--- config.mk ---
export PLATFORM = sky130hd
export DESIGN_NAME = sata_reg_pio_fis_parser
export DESIGN_NICKNAME = d
export VERILOG_FILES = /design/src/rtl/sata_reg_pio_fis_parser.sv
export SDC_FILE = /design/constraint.sdc
export NUM_CORES = 1
export LEC_CHECK = 0
export CELL_PAD_IN_SITES_DETAIL_PLACEMENT = 0
export CELL_PAD_IN_SITES_GLOBAL_PLACEMENT = 1
export CORE_UTILIZATION = 27
export CTS_CLUSTER_DIAMETER = 80
export DETAILED_ROUTE_END_ITERATION = 12
export DONT_BUFFER_PORTS = 1
export GPL_ROUTABILITY_DRIVEN = 0
export GPL_TIMING_DRIVEN = 0
export PLACE_DENSITY_LB_ADDON = 0.1
export SETUP_SLACK_MARGIN = 0.5
export SYNTH_ARGS = -nofsm -noshare
export SYNTH_HDL_FRONTEND = slang
export SYNTH_SLANG_ARGS = --single-unit
--- constraint.sdc ---
create_clock -name clk -period 2.4 [get_ports clk]
set_clock_uncertainty 0.2 [all_clocks]
set_input_delay 0.72 -clock clk [delete_from_list [all_inputs] [get_ports clk]]
set_output_delay 0.72 -clock clk [all_outputs]
set_load 0.05 [all_outputs]
--- src/rtl/sata_reg_pio_fis_parser.sv ---
// Register D->H / PIO Setup D->H FIS parser: unpacks 5-dword frames into shadow
// registers, presents one record per good frame, and drops malformed frames.
module sata_reg_pio_fis_parser (
  input  logic        clk,
  input  logic        reset,
  input  logic [31:0] rx_dat,
  input  logic        rx_val,
  input  logic        rx_eop,
  input  logic        rx_err,
  output logic        rx_rdy,
  output logic        fis_val,
  input  logic        fis_rdy,
  output logic        fis_pio,
  output logic        fis_irq,
  output logic        fis_dir,
  output logic [7:0]  fis_status,
  output logic [7:0]  fis_error,
  output logic [7:0]  fis_device,
  output logic [47:0] fis_lba,
  output logic [15:0] fis_count,
  output logic [7:0]  fis_estatus,
  output logic [15:0] fis_xfer_cnt,
  output logic        bad_pulse,
  output logic [1:0]  bad_code
);

  localparam int unsigned WCNT_W = 3;
  localparam logic [7:0] TYPE_REG = 8'h34;
  localparam logic [7:0] TYPE_PIO = 8'h5F;
  localparam logic [WCNT_W-1:0] LAST_DW = WCNT_W'(4);
  localparam logic [1:0] CODE_TYPE  = 2'd0;
  localparam logic [1:0] CODE_SHORT = 2'd1;
  localparam logic [1:0] CODE_LONG  = 2'd2;
  localparam logic [1:0] CODE_ERR   = 2'd3;

  typedef enum logic [1:0] {S_IDLE, S_BODY, S_DROP, S_HOLD} state_t;

  state_t            state;
  state_t            state_nxt;
  logic [WCNT_W-1:0] wcnt;
  logic [1:0]        drop_code;
  logic [1:0]        drop_code_nxt;
  logic [1:0]        code_c;
  logic              xfer_c;
  logic              type_ok_c;
  logic              last_c;
  logic              pulse_c;
  logic              commit_c;

  // Shadow copy of the frame being received
  logic              sh_pio;
  logic              sh_irq;
  logic              sh_dir;
  logic [7:0]        sh_status;
  logic [7:0]        sh_error;
  logic [7:0]        sh_device;
  logic [23:0]       sh_lba_lo;
  logic [23:0]       sh_lba_hi;
  logic [15:0]       sh_count;
  logic [7:0]        sh_estatus;

  // Ready depends on state only, so upstream never sees a path from rx_val
  assign rx_rdy    = (state != S_HOLD);
  assign xfer_c    = rx_val & rx_rdy;
  assign type_ok_c = (rx_dat[7:0] == TYPE_REG) || (rx_dat[7:0] == TYPE_PIO);
  assign last_c    = (wcnt == LAST_DW);

  always_ff @(posedge clk) begin
    if (reset) state <= S_IDLE;
    else       state <= state_nxt;
  end

  always_comb begin
    state_nxt = state;
    case (state)
      S_IDLE: begin
        if (xfer_c && !rx_eop) begin
          if (rx_err || !type_ok_c) state_nxt = S_DROP;
          else                      state_nxt = S_BODY;
        end
      end
      S_BODY: begin
        if (xfer_c) begin
          if (rx_eop)                 state_nxt = (last_c && !rx_err) ? S_HOLD : S_IDLE;
          else if (rx_err || last_c)  state_nxt = S_DROP;
        end
      end
      S_DROP: begin
        if (xfer_c && rx_eop) state_nxt = S_IDLE;
      end
      S_HOLD: begin
        if (fis_rdy) state_nxt = S_IDLE;
      end
      default: state_nxt = S_IDLE;
    endcase
  end

  // Drop reason priority: rx_err > unknown type > long > short; rx_err is sticky
  always_comb begin
    pulse_c       = 1'b0;
    commit_c      = 1'b0;
    code_c        = drop_code;
    drop_code_nxt = drop_code;
    case (state)
      S_IDLE: begin
        if (xfer_c) begin
          if (rx_err)          code_c = CODE_ERR;
          else if (!type_ok_c) code_c = CODE_TYPE;
          else                 code_c = CODE_SHORT;
          pulse_c       = rx_eop;
          drop_code_nxt = code_c;
        end
      end
      S_BODY: begin
        if (xfer_c) begin
          if (rx_err)      code_c = CODE_ERR;
          else if (rx_eop) code_c = CODE_SHORT;
          else             code_c = CODE_LONG;
          if (rx_eop) begin
            commit_c = last_c & ~rx_err;
            pulse_c  = ~(last_c & ~rx_err);
          end
          drop_code_nxt = code_c;
        end
      end
      S_DROP: begin
        if (xfer_c) begin
          if (rx_err) code_c = CODE_ERR;
          pulse_c       = rx_eop;
          drop_code_nxt = code_c;
        end
      end
      default: ;
    endcase
  end

  always_ff @(posedge clk) begin
    if (reset) begin
      wcnt         <= '0;
      drop_code    <= '0;
      bad_pulse    <= 1'b0;
      bad_code     <= '0;
      fis_val      <= 1'b0;
      sh_pio       <= 1'b0;
      sh_irq       <= 1'b0;
      sh_dir       <= 1'b0;
      sh_status    <= '0;
      sh_error     <= '0;
      sh_device    <= '0;
      sh_lba_lo    <= '0;
      sh_lba_hi    <= '0;
      sh_count     <= '0;
      sh_estatus   <= '0;
      fis_pio      <= 1'b0;
      fis_irq      <= 1'b0;
      fis_dir      <= 1'b0;
      fis_status   <= '0;
      fis_error    <= '0;
      fis_device   <= '0;
      fis_lba      <= '0;
      fis_count    <= '0;
      fis_estatus  <= '0;
      fis_xfer_cnt <= '0;
    end else begin
      bad_pulse <= pulse_c;
      if (pulse_c) bad_code <= code_c;
      drop_code <= drop_code_nxt;
      fis_val   <= (state_nxt == S_HOLD);

      if (xfer_c && state == S_IDLE) begin
        wcnt      <= WCNT_W'(1);
        sh_pio    <= (rx_dat[7:0] == TYPE_PIO);
        sh_irq    <= rx_dat[14];
        sh_dir    <= rx_dat[13];
        sh_status <= rx_dat[23:16];
        sh_error  <= rx_dat[31:24];
      end else if (xfer_c && state == S_BODY) begin
        wcnt <= wcnt + WCNT_W'(1);
        case (wcnt)
          3'd1: begin
            sh_device <= rx_dat[31:24];
            sh_lba_lo <= rx_dat[23:0];
          end
          3'd2: sh_lba_hi <= rx_dat[23:0];
          3'd3: begin
            sh_count   <= rx_dat[15:0];
            sh_estatus <= rx_dat[31:24];
          end
          default: ;
        endcase
      end

      // DW4 is taken straight from the bus on the eop beat
      if (commit_c) begin
        fis_pio      <= sh_pio;
        fis_irq      <= sh_irq;
        fis_dir      <= sh_pio & sh_dir;
        fis_status   <= sh_status;
        fis_error    <= sh_error;
        fis_device   <= sh_device;
        fis_lba      <= {sh_lba_hi, sh_lba_lo};
        fis_count    <= sh_count;
        fis_estatus  <= sh_pio ? sh_estatus : 8'h00;
        fis_xfer_cnt <= sh_pio ? rx_dat[15:0] : 16'h0000;
      end
    end
  end

endmodule

* Word level (Yosys, flattened, before mapping)
Index checks and enable logic that the tools add are counted.
** Storage, ports and cells
- Bits in registers :: 225
- Bits of input ports :: 38
- Output and inout port bits :: 120
** Operators by class
- $add $sub $neg :: 1
- Equal/unequal tests :: 11
- Multiplexer cells :: 29
- Bitwise operators :: 6
- Reduce and logical (&&, ||, !) cells :: 18
** Operators by type and width (number)
- 2-bit two-way mux :: 15
- 16-bit two-way mux :: 1
- 1-bit two-way mux :: 9
- 3-bit AND reduction :: 3
- 8-bit by 6-bit equality test with 1-bit output, second input constant :: 1
- 8-bit by 7-bit equality test with 1-bit output, second input constant :: 1
- 8-bit two-way mux :: 1
- 2-bit case mux with 4 select lines :: 1
- 2-bit equality test, second input constant :: 3
- 3-bit by 2-bit equality test with 1-bit output, second input constant :: 2
- 2-bit case mux with 3 select lines :: 1
- 1-bit logical AND :: 5
- 2-bit OR reduction :: 2
- 3-bit by 1-bit adder with 3-bit output, second input constant :: 1
- 1-bit bitwise AND :: 3
- 3-bit by 1-bit equality test with 1-bit output, second input constant :: 1
- 3-bit equality test, second input constant :: 1
- 1-bit zero test :: 3
- 1-bit logical OR :: 3
- 1-bit NOT :: 3
- 2-bit by 1-bit equality test with 1-bit output, second input constant :: 1
- 2-bit zero test :: 1
- 2-bit inequality test, second input constant :: 1
- 1-bit case mux with 2 select lines :: 1
- 2-bit nonzero test :: 1

* Logic depth before layout (Yosys ltp)
Gate-level depths: netlist of run 1.
- Word-level depth :: 8
- Gate-level depth with buffers :: 9
- Depth with buffers taken out :: 6

* Worst setup path after synthesis of run 1
Ideal clock, no wire load.
- Kind :: input to register
- Start :: input rx_dat[0]
- End :: register fis_val
- Setup time :: 0.125 ns
- Arrival time :: 1.697 ns
- Data required time :: 2.075 ns
- Path slack :: 0.377 ns
- Stages :: 4
- Cells stage by stage :: or4b_4 -> mux2i_4 -> and4_2 -> nor3_1
** On the way
- Cells in the longest elaborated chain, start to end :: 8
** Ends and longest elaborated chain
- start, declared :: RTL line 6 : input logic [31:0] rx_dat,
- 8-bit by 6-bit equality test with 1-bit output / 8-bit by 7-bit equality test with 1-bit output (equally long branches) :: RTL line 65 : assign type_ok_c = (rx_dat[7:0] == TYPE_REG) || (rx_dat[7:0] == TYPE_PIO);
- 1-bit logical OR (*) :: RTL line 65
- 1-bit zero test (*)
- 1-bit logical OR (*) :: RTL line 78 : if (rx_err || !type_ok_c) state_nxt = S_DROP;
- 2-bit two-way mux (*) :: RTL line 78
- 2-bit two-way mux (*) :: RTL line 77 : if (xfer_c && !rx_eop) begin
- 2-bit case mux with 4 select lines (*) :: RTL line 75 : case (state)
- 2-bit equality test (*) :: RTL line 168 : fis_val <= (state_nxt == S_HOLD);
- end signal, assigned :: RTL line 168
- end, declared :: RTL line 11 : output logic fis_val,
Mark *: on every way between the ends. The rest lies on a longest branch, timed or not.
A chain may end at the register's enable or synchronous reset.

* Final worst setup path of run 1
- Start :: register state[1]
- End :: output rx_rdy
** On the way
- Cells in the longest elaborated chain, start to end :: 1
** Ends and longest elaborated chain
- start, declared :: RTL line 38 : state_t state;
- start signal, assigned :: RTL line 70 : else state <= state_nxt;
- 2-bit inequality test :: RTL line 63 : assign rx_rdy = (state != S_HOLD);
- end, declared :: RTL line 10 : output logic rx_rdy,
Every way passes these cells.

==> flow_metrics.py, run 1 <==
metrics = {
    "synthesis": {
        "synthesis.nets": 1023,
        "synth-edff-count": 0,
        "synth_compound_area_share_pct": 16.0,
        "synth_top_family_by_area": "simple AND/OR/NAND/NOR gates",
        "ys_seq_area_share_pct": 55.9,
        "yosys_warnings": 0,
        "mappedNetlistArea_um2": 8060,
        "synth_commonest_cells": "nand2_1, dfxtp_1, a21oi_1",
        "ys.flop_type": "dfxtp_1",
        "synth.avg_cell_area_um2": 8.23,
        "async_flop_share_pct": 0,
        "ys_types": 38,
        "synth.area.mux_share_pct": 0.279,
        "yosys.area_share.adder_pct": 0.776,
        "synthCells": 980,
        "synth_area_leaders": "dfxtp_1, nand2_1, a21oi_1",
        "ys_ff_latch": 225,
        "yosys.area.top_type": "dfxtp_1",
        "synthSimpleGateAreaFrac_pct": 21.9,
        "synth.most_common_cell": "nand2_1",
        "synth_xor_area_share_pct": 0,
        "synth_top_area_share_pct": 55.9,
    },
    "critical_path": {
        "path_class": "flip-flop to primary output",
        "r2r-start": "wcnt[1]$_SDFFE_PP0P_",
        "slowest_stage": "dfxtp_2",
        "crit_chain": "buf_6 -> nand2_8",
        "crit_family": "flip-flops",
        "crit_path_end_kind": "primary output",
        "cp_max_fo": 3,
        "path_buf_inv": 1,
        "cp_data_arrival_time_ns": 1.09,
        "cp-start-kind": "flip-flop",
        "cp-startpoint": "state[1]$_SDFF_PP0_",
        "max_stage_delay_ns": 0.33,
        "required_ns": 1.48,
    },
    "worst_hold_path": {
        "min_path_type": "primary input to flip-flop",
        "hold_start": "rx_dat[26]",
    },
    "cts": {
        "insertion_delay_ns": 0.53,
        "cts_sinks": 225,
        "htree_levels": 1,
        "tritoncts": "built",
        "path_clk_slew_ns": 0.06,
        "clockBufferDepth": 3,
        "cts_root_buf": "clkbuf_16",
        "cts_buffers": 26,
        "postCtsHoldBufs": 0,
    },
    "floorplan": {
        "coreArea_um2": 29000,
        "initial_utilization_pct": 27.8,
        "rows": 62,
        "io_pins": 158,
        "dieHeight_um": 175,
        "die_w_um": 175,
        "die_area_um2": 30600,
    },
    "pwr": {
        "p_leak_nw": 4.46,
        "p_per_area_nw_per_um2": 680,
        "max-vdd-ir-drop_mv": 0.456,
    },
    "detailed_routing": {
        "vias": 6931,
        "routed_wl_um": 29800,
        "drc": 0,
        "vias_per_cell": 4.76,
        "ant_nets": 0,
        "drtIter0Drc": 296,
        "routedWlPerCell_um": 20.5,
        "firstDrtPassIters": 4,
    },
    "finish": {
        "stdcell_count": 1455,
        "final_area_um2": 12000,
        "nets": 1095,
        "drive_above_1_share_pct": 42.8,
        "antennaDiodeCount": 0,
        "syn_to_final_growth_pct": 48.3,
    },
    "timing": {
        "finalHoldViolCount": 0,
        "relSlewSlack_pct": 46.2,
        "setup_tns_ns": 0,
        "rsz0062_at_grt": "true",
        "period_minus_slack_ns": 2.01,
        "setup_ws_ns": 0.392,
        "hold_ws_ns": 0.114,
        "setup_viol": 0,
        "drv_slew": 0,
        "finalCritPeriodShare_pct": 83.7,
        "tightestPinTransition_ns": 0.807,
        "timing.fmax_mhz": 498,
    },
    "placed_design": {
        "io_buffers": 0,
        "dp.cells": 1364,
        "placed_cell_area_um2": 8620,
        "place_ws_ns": -0.137,
        "dp_hpwl_um": 19700,
    },
    "grt": {
        "grt_max_degree": 13,
        "grt_overflow": 0,
        "grt-busiest-layer": "met2",
        "grtUsageMet1_pct": 24.4,
        "grtUsageTotal_pct": 18.3,
        "antenna_found_initial": 0,
        "grt_pass1_vias": 6646,
        "use_met2_pct": 29.2,
        "use_met3_pct": 5.00,
        "grt_pass1_wl_um": 42500,
    },
    "run_status": {
        "run_status": "completed",
    },
    "run": {
        "drv_cap": 0,
    },
}
per-stage QoR:
stage          power [mW]  util [%]
2_1_floorplan        3.99         -
3_3_place_gp         4.05      29.7
3_5_place_dp         4.05      29.7
4_1_cts              8.24      36.1
5_1_grt              8.43      41.2
6_report             8.13      41.2
final cells by class:
cell class / count / area (um^2)
Multi-Input combinational cell: 675 / 4060
Sequential cell: 225 / 4960
Timing Repair Buffer: 44 / 778
Tap cell: 384 / 480
Buffer: 75 / 719
Fill cell: 2932 / 17100
Clock buffer: 38 / 817
Clock inverter: 9 / 120
Inverter: 5 / 18.8
power by group:
part / internal (mW) / switching (mW) / leakage (nW)
Sequential: 3.63 / 0.0372 / 1.91
Combinational: 0.0671 / 0.144 / 2.07
Clock: 2.66 / 1.59 / 0.472
routing by layer:
| metal | share of wire [%] | vias to the layer above |
|---|---|---|
| li1 | - | 3403 |
| met1 | 44 | 3326 |
| met2 | 46 | 168 |
| met3 | 8.0 | 34 |
| met4 | 1.6 | 0 |
| met5 | 0 | - |
registers in the layout, summed over array words and instances (netlist names), 16 cells and up:
register      flops
fis_count        16
fis_lba          48
fis_xfer_cnt     16
sh_count         16
sh_lba_hi        24
sh_lba_lo        24
kinds of logic after synthesis:
group / after synthesis
adders and majority gates: 5
AOI/OAI and AO/OA: 232
muxes: 1
DFF: 225
buffers and inverters: 80
and+or+nand+nor: 437
placed cells by master, fill, tap and decap left out, drive strengths merged:
| cell | n |
|---|---|
| a2111oi | 2 |
| a211oi | 4 |
| a21oi | 198 |
| a221o | 1 |
| a22o | 20 |
| a22oi | 1 |
| a41oi | 1 |
| and2 | 1 |
| and3 | 3 |
| and3b | 2 |
| and4 | 2 |
| buf | 72 |
| bufinv | 3 |
| clkbuf | 85 |
| clkinv | 6 |
| dfxtp | 225 |
| ha | 5 |
| inv | 5 |
| mux2i | 1 |
| nand2 | 370 |
| nand2b | 3 |
| nand3 | 29 |
| nand3b | 3 |
| nand4 | 1 |
| nand4b | 1 |
| nor2 | 15 |
| nor3 | 5 |
| nor4bb | 1 |
| o211ai | 1 |
| o21ai | 1 |
| o21bai | 1 |
| o22ai | 2 |
| or4b | 1 |
repair_timing:
| item | in CTS | in global routing |
|---|---|---|
| pin swaps | 8 | 79 |
| setup buffers | 14 | 11 |
| gates resized for setup | 304 | 298 |
| gates cloned | 5 | 14 |
| endpoints found under the setup margin | 300 | 276 |
path summary, 6_finish.rpt:
kind         slack, ns  cells past startpoint                    endpoint
min reg2reg       0.24                      2  fis_device[7]$_SDFFE_PP0P_
max reg2reg       0.44                      9   fis_count[5]$_SDFFE_PP0P_
min               0.11                      1    sh_error[2]$_SDFFE_PP0P_
max               0.39                      2                      rx_rdy
Power figures use the tool's default switching activity.
==> run 2, diff against run 1 <==
==> constraint.sdc (replaced) <==
create_clock -name clk -period 1.8 [get_ports clk]
set_clock_uncertainty 0.2 [all_clocks]
set_input_delay 0.54 -clock clk [delete_from_list [all_inputs] [get_ports clk]]
set_output_delay 0.54 -clock clk [all_outputs]
set_load 0.05 [all_outputs]
==> run 2 against run 1 <==
The flow now finishes with violations (setup timing). Global-route usage rose by 0.44 points. Largest power group unchanged. Highest routed layer is now met5. Cell count rose by 0.89%. Design area fell by 4.2%. Hold slack got worse by 0.074 ns. Clock-buffer cell count rose by 2. Clock power rose by 27%. Critical path type is now flip-flop to flip-flop.
==> flow_metrics.py, run 2 (synthesis results as in run 1) <==
metrics = {
    "timing": {
        "relSlewSlack_pct": 42.1,
        "timing.fmax_mhz": 536,
        "setup_ws_ns": -0.0664,
        "finalCritPeriodShare_pct": 104,
        "period_minus_slack_ns": 1.87,
        "tightestPinTransition_ns": 0.868,
        "finalHoldViolCount": 0,
        "setup_viol": 127,
        "drv_slew": 0,
        "rsz0062_at_grt": "true",
    },
    "worst_hold_path": {
        "min_path_type": "primary input to flip-flop",
        "min_to": "state[0]$_SDFF_PP0_",
        "worstHoldPathCells": 3,
        "hold_start": "fis_rdy",
    },
    "critical_path": {
        "cp_max_fo": 7,
        "cp_data_arrival_time_ns": 2.11,
        "worst_r2r_path_depth": 9,
        "slowest_stage": "dfxtp_2",
        "path_depth": 9,
        "reg2reg_slack_ns": -0.07,
        "max_stage_delay_ns": 0.32,
        "required_ns": 2.04,
        "cp-start-kind": "flip-flop",
        "path_class": "flip-flop to flip-flop",
        "path_buf_inv": 4,
        "crit_chain": "inv_2 -> ha_4 -> and3b_2 -> and3_4 -> buf_12 -> buf_12 -> clkbuf_16 -> nand2_4 -> a21oi_2",
        "reg2reg_to": "fis_count[4]$_SDFFE_PP0P_",
        "crit_top_cell": "buf_12",
        "crit_path_end_kind": "flip-flop",
        "crit_family": "buffers and inverters",
        "r2r-start": "wcnt[0]$_SDFFE_PP0P_",
    },
    "grt": {
        "antenna_found_initial": 2,
        "grt_pass1_wl_um": 43600,
        "grtUsageTotal_pct": 18.7,
        "grt_max_degree": 13,
        "grt_pass1_vias": 6806,
        "grt_overflow": 0,
    },
    "finish": {
        "syn_to_final_growth_pct": 42.1,
        "drive_above_1_share_pct": 37.5,
        "post-route-util_pct": 39.5,
        "final_common_cell": "nand2_1",
        "nets": 1109,
        "reg_top3": "fis_lba: 48 flops, sh_lba_hi: 24 flops, sh_lba_lo: 24 flops",
        "regMostFlops": "fis_lba",
        "antennaDiodeCount": 0,
        "layout_common_cells": "nand2_1, a21oi_1, dfxtp_1, dfxtp_2, a21oi_2",
        "largest_register_ffs": 48,
        "nFillCells": 3001,
        "final_area_um2": 11500,
    },
    "placed_design": {
        "placed_cell_area_um2": 9110,
        "io_buffers": 0,
        "dp_hpwl_um": 19900,
    },
    "floorplan": {
        "die_area_um2": 30600,
        "rows": 62,
        "initial_utilization_pct": 27.8,
        "io_pins": 158,
        "die_w_um": 175,
        "dieHeight_um": 175,
        "coreArea_um2": 29000,
    },
    "detailed_routing": {
        "vias_per_cell": 4.73,
        "drc": 0,
        "drtIter0Drc": 273,
        "routedWlPerCell_um": 20.0,
        "vias": 6948,
        "routed_wl_um": 29400,
        "ant_nets": 0,
        "firstDrtPassIters": 4,
    },
    "pwr": {
        "seqPwrFrac_pct": 46.3,
        "max-vdd-ir-drop_mv": 0.608,
        "p_clk_share_pct": 49.9,
        "switchingPower_mw": 2.42,
        "p_per_area_nw_per_um2": 946,
        "intPower_mw": 8.41,
        "comb_power_share_pct": 3.8,
        "power.total_mw": 10.8,
        "p_leak_nw": 3.91,
        "swShare_pct": 22.4,
    },
    "cts": {
        "clockBufferDepth": 3,
        "cts_buffers": 26,
        "cts_sinks": 225,
        "htree_levels": 1,
        "cts_root_buf": "clkbuf_16",
        "insertion_delay_ns": 0.52,
        "tritoncts": "built",
        "path_clk_slew_ns": 0.06,
    },
    "run": {
        "drv_cap": 0,
    },
    "run_status": {
        "run_status": "finished, violations left",
        "violations": "setup timing",
    },
}
==> run 2: how the worst max path moves through the flow <==
stage | slack (ns) | to | start
floorplan | -0.03 | fis_val$_SDFF_PP0_ | rx_dat[0]
global placement | -0.43 | sh_device[0]$_SDFFE_PP0P_ | rx_val
detailed placement | -0.43 | sh_device[0]$_SDFFE_PP0P_ | rx_val
CTS | -0.07 | fis_estatus[0]$_SDFFE_PP0P_ | wcnt[0]$_SDFFE_PP0P_
global route | -0.15 | fis_estatus[1]$_SDFFE_PP0P_ | wcnt[0]$_SDFFE_PP0P_
finish | -0.07 | fis_count[4]$_SDFFE_PP0P_ | wcnt[0]$_SDFFE_PP0P_
==> run 2: repair_timing <==
item                                    in CTS  in global routing
hold endpoints to repair                   114                  0
hold buffers                                32                  0
gates cloned                                 1                  7
buffers inserted                            15                  3
endpoints found under the setup margin     344                345
pin swaps                                    5                 53
gates resized for setup                     88                139
==> run 2: worst reg2reg max path: cells and delay by family (launching register included) <==
| family | cells | cell delay, ns |
|---|---|---|
| DFF | 1 | 0.32 |
| AOI/OAI and AO/OA | 1 | 0.12 |
| adders and majority gates | 1 | 0.13 |
| and+or+nand+nor | 3 | 0.48 |
| buffers and inverters | 4 | 0.53 |
==> run 2: power by group through the flow <==
stage                     combinational [mW]  sequential, mW  clock (mW)
after floorplan                        0.177            5.16           0
after global placement                 0.257            5.17           0
after detailed placement               0.257            5.17           0
after CTS                              0.405            5.02        5.55
after global routing                   0.441            5.02        5.79
final                                  0.410            5.02        5.41
==> run 2: layout make-up <==
class / instances / area [um^2] / share of cell area [%]
Timing Repair Buffer: 58 / 688 / 6.01
Inverter: 5 / 18.8 / 0.164
Multi-Input combinational cell: 675 / 3890 / 34.0
Clock buffer: 40 / 795 / 6.93
Buffer: 75 / 776 / 6.77
Clock inverter: 6 / 80.1 / 0.699
Tap cell: 384 / 480 / 4.19
Sequential cell: 225 / 4730 / 41.2
==> run 2: routing by layer <==
metal | global-route usage, % | up-vias | wire [um]
met5 | 0 | - | 22
met2 | 31.3 | 156 | 13900
met1 | 24.4 | 3324 | 13400
met4 | 4.57 | 4 | 549
met3 | 4.18 | 35 | 1540
li1 | - | 3429 | -
==> run 2: through the flow <==
| stage | setup WS [ns] | hold slack [ns] | setup TNS (ns) | std cells |
|---|---|---|---|---|
| after floorplan | -0.0306 | 0.225 | -0.560 | 980 |
| after global placement | -0.433 | 0.235 | -47.28 | 1364 |
| after detailed placement | -0.433 | 0.242 | -48.67 | 1364 |
| after CTS | -0.0655 | 0.0161 | -2.90 | 1458 |
| after global routing | -0.145 | 0.0325 | -16.28 | 1468 |
| final | -0.0664 | 0.0396 | -3.88 | 1468 |
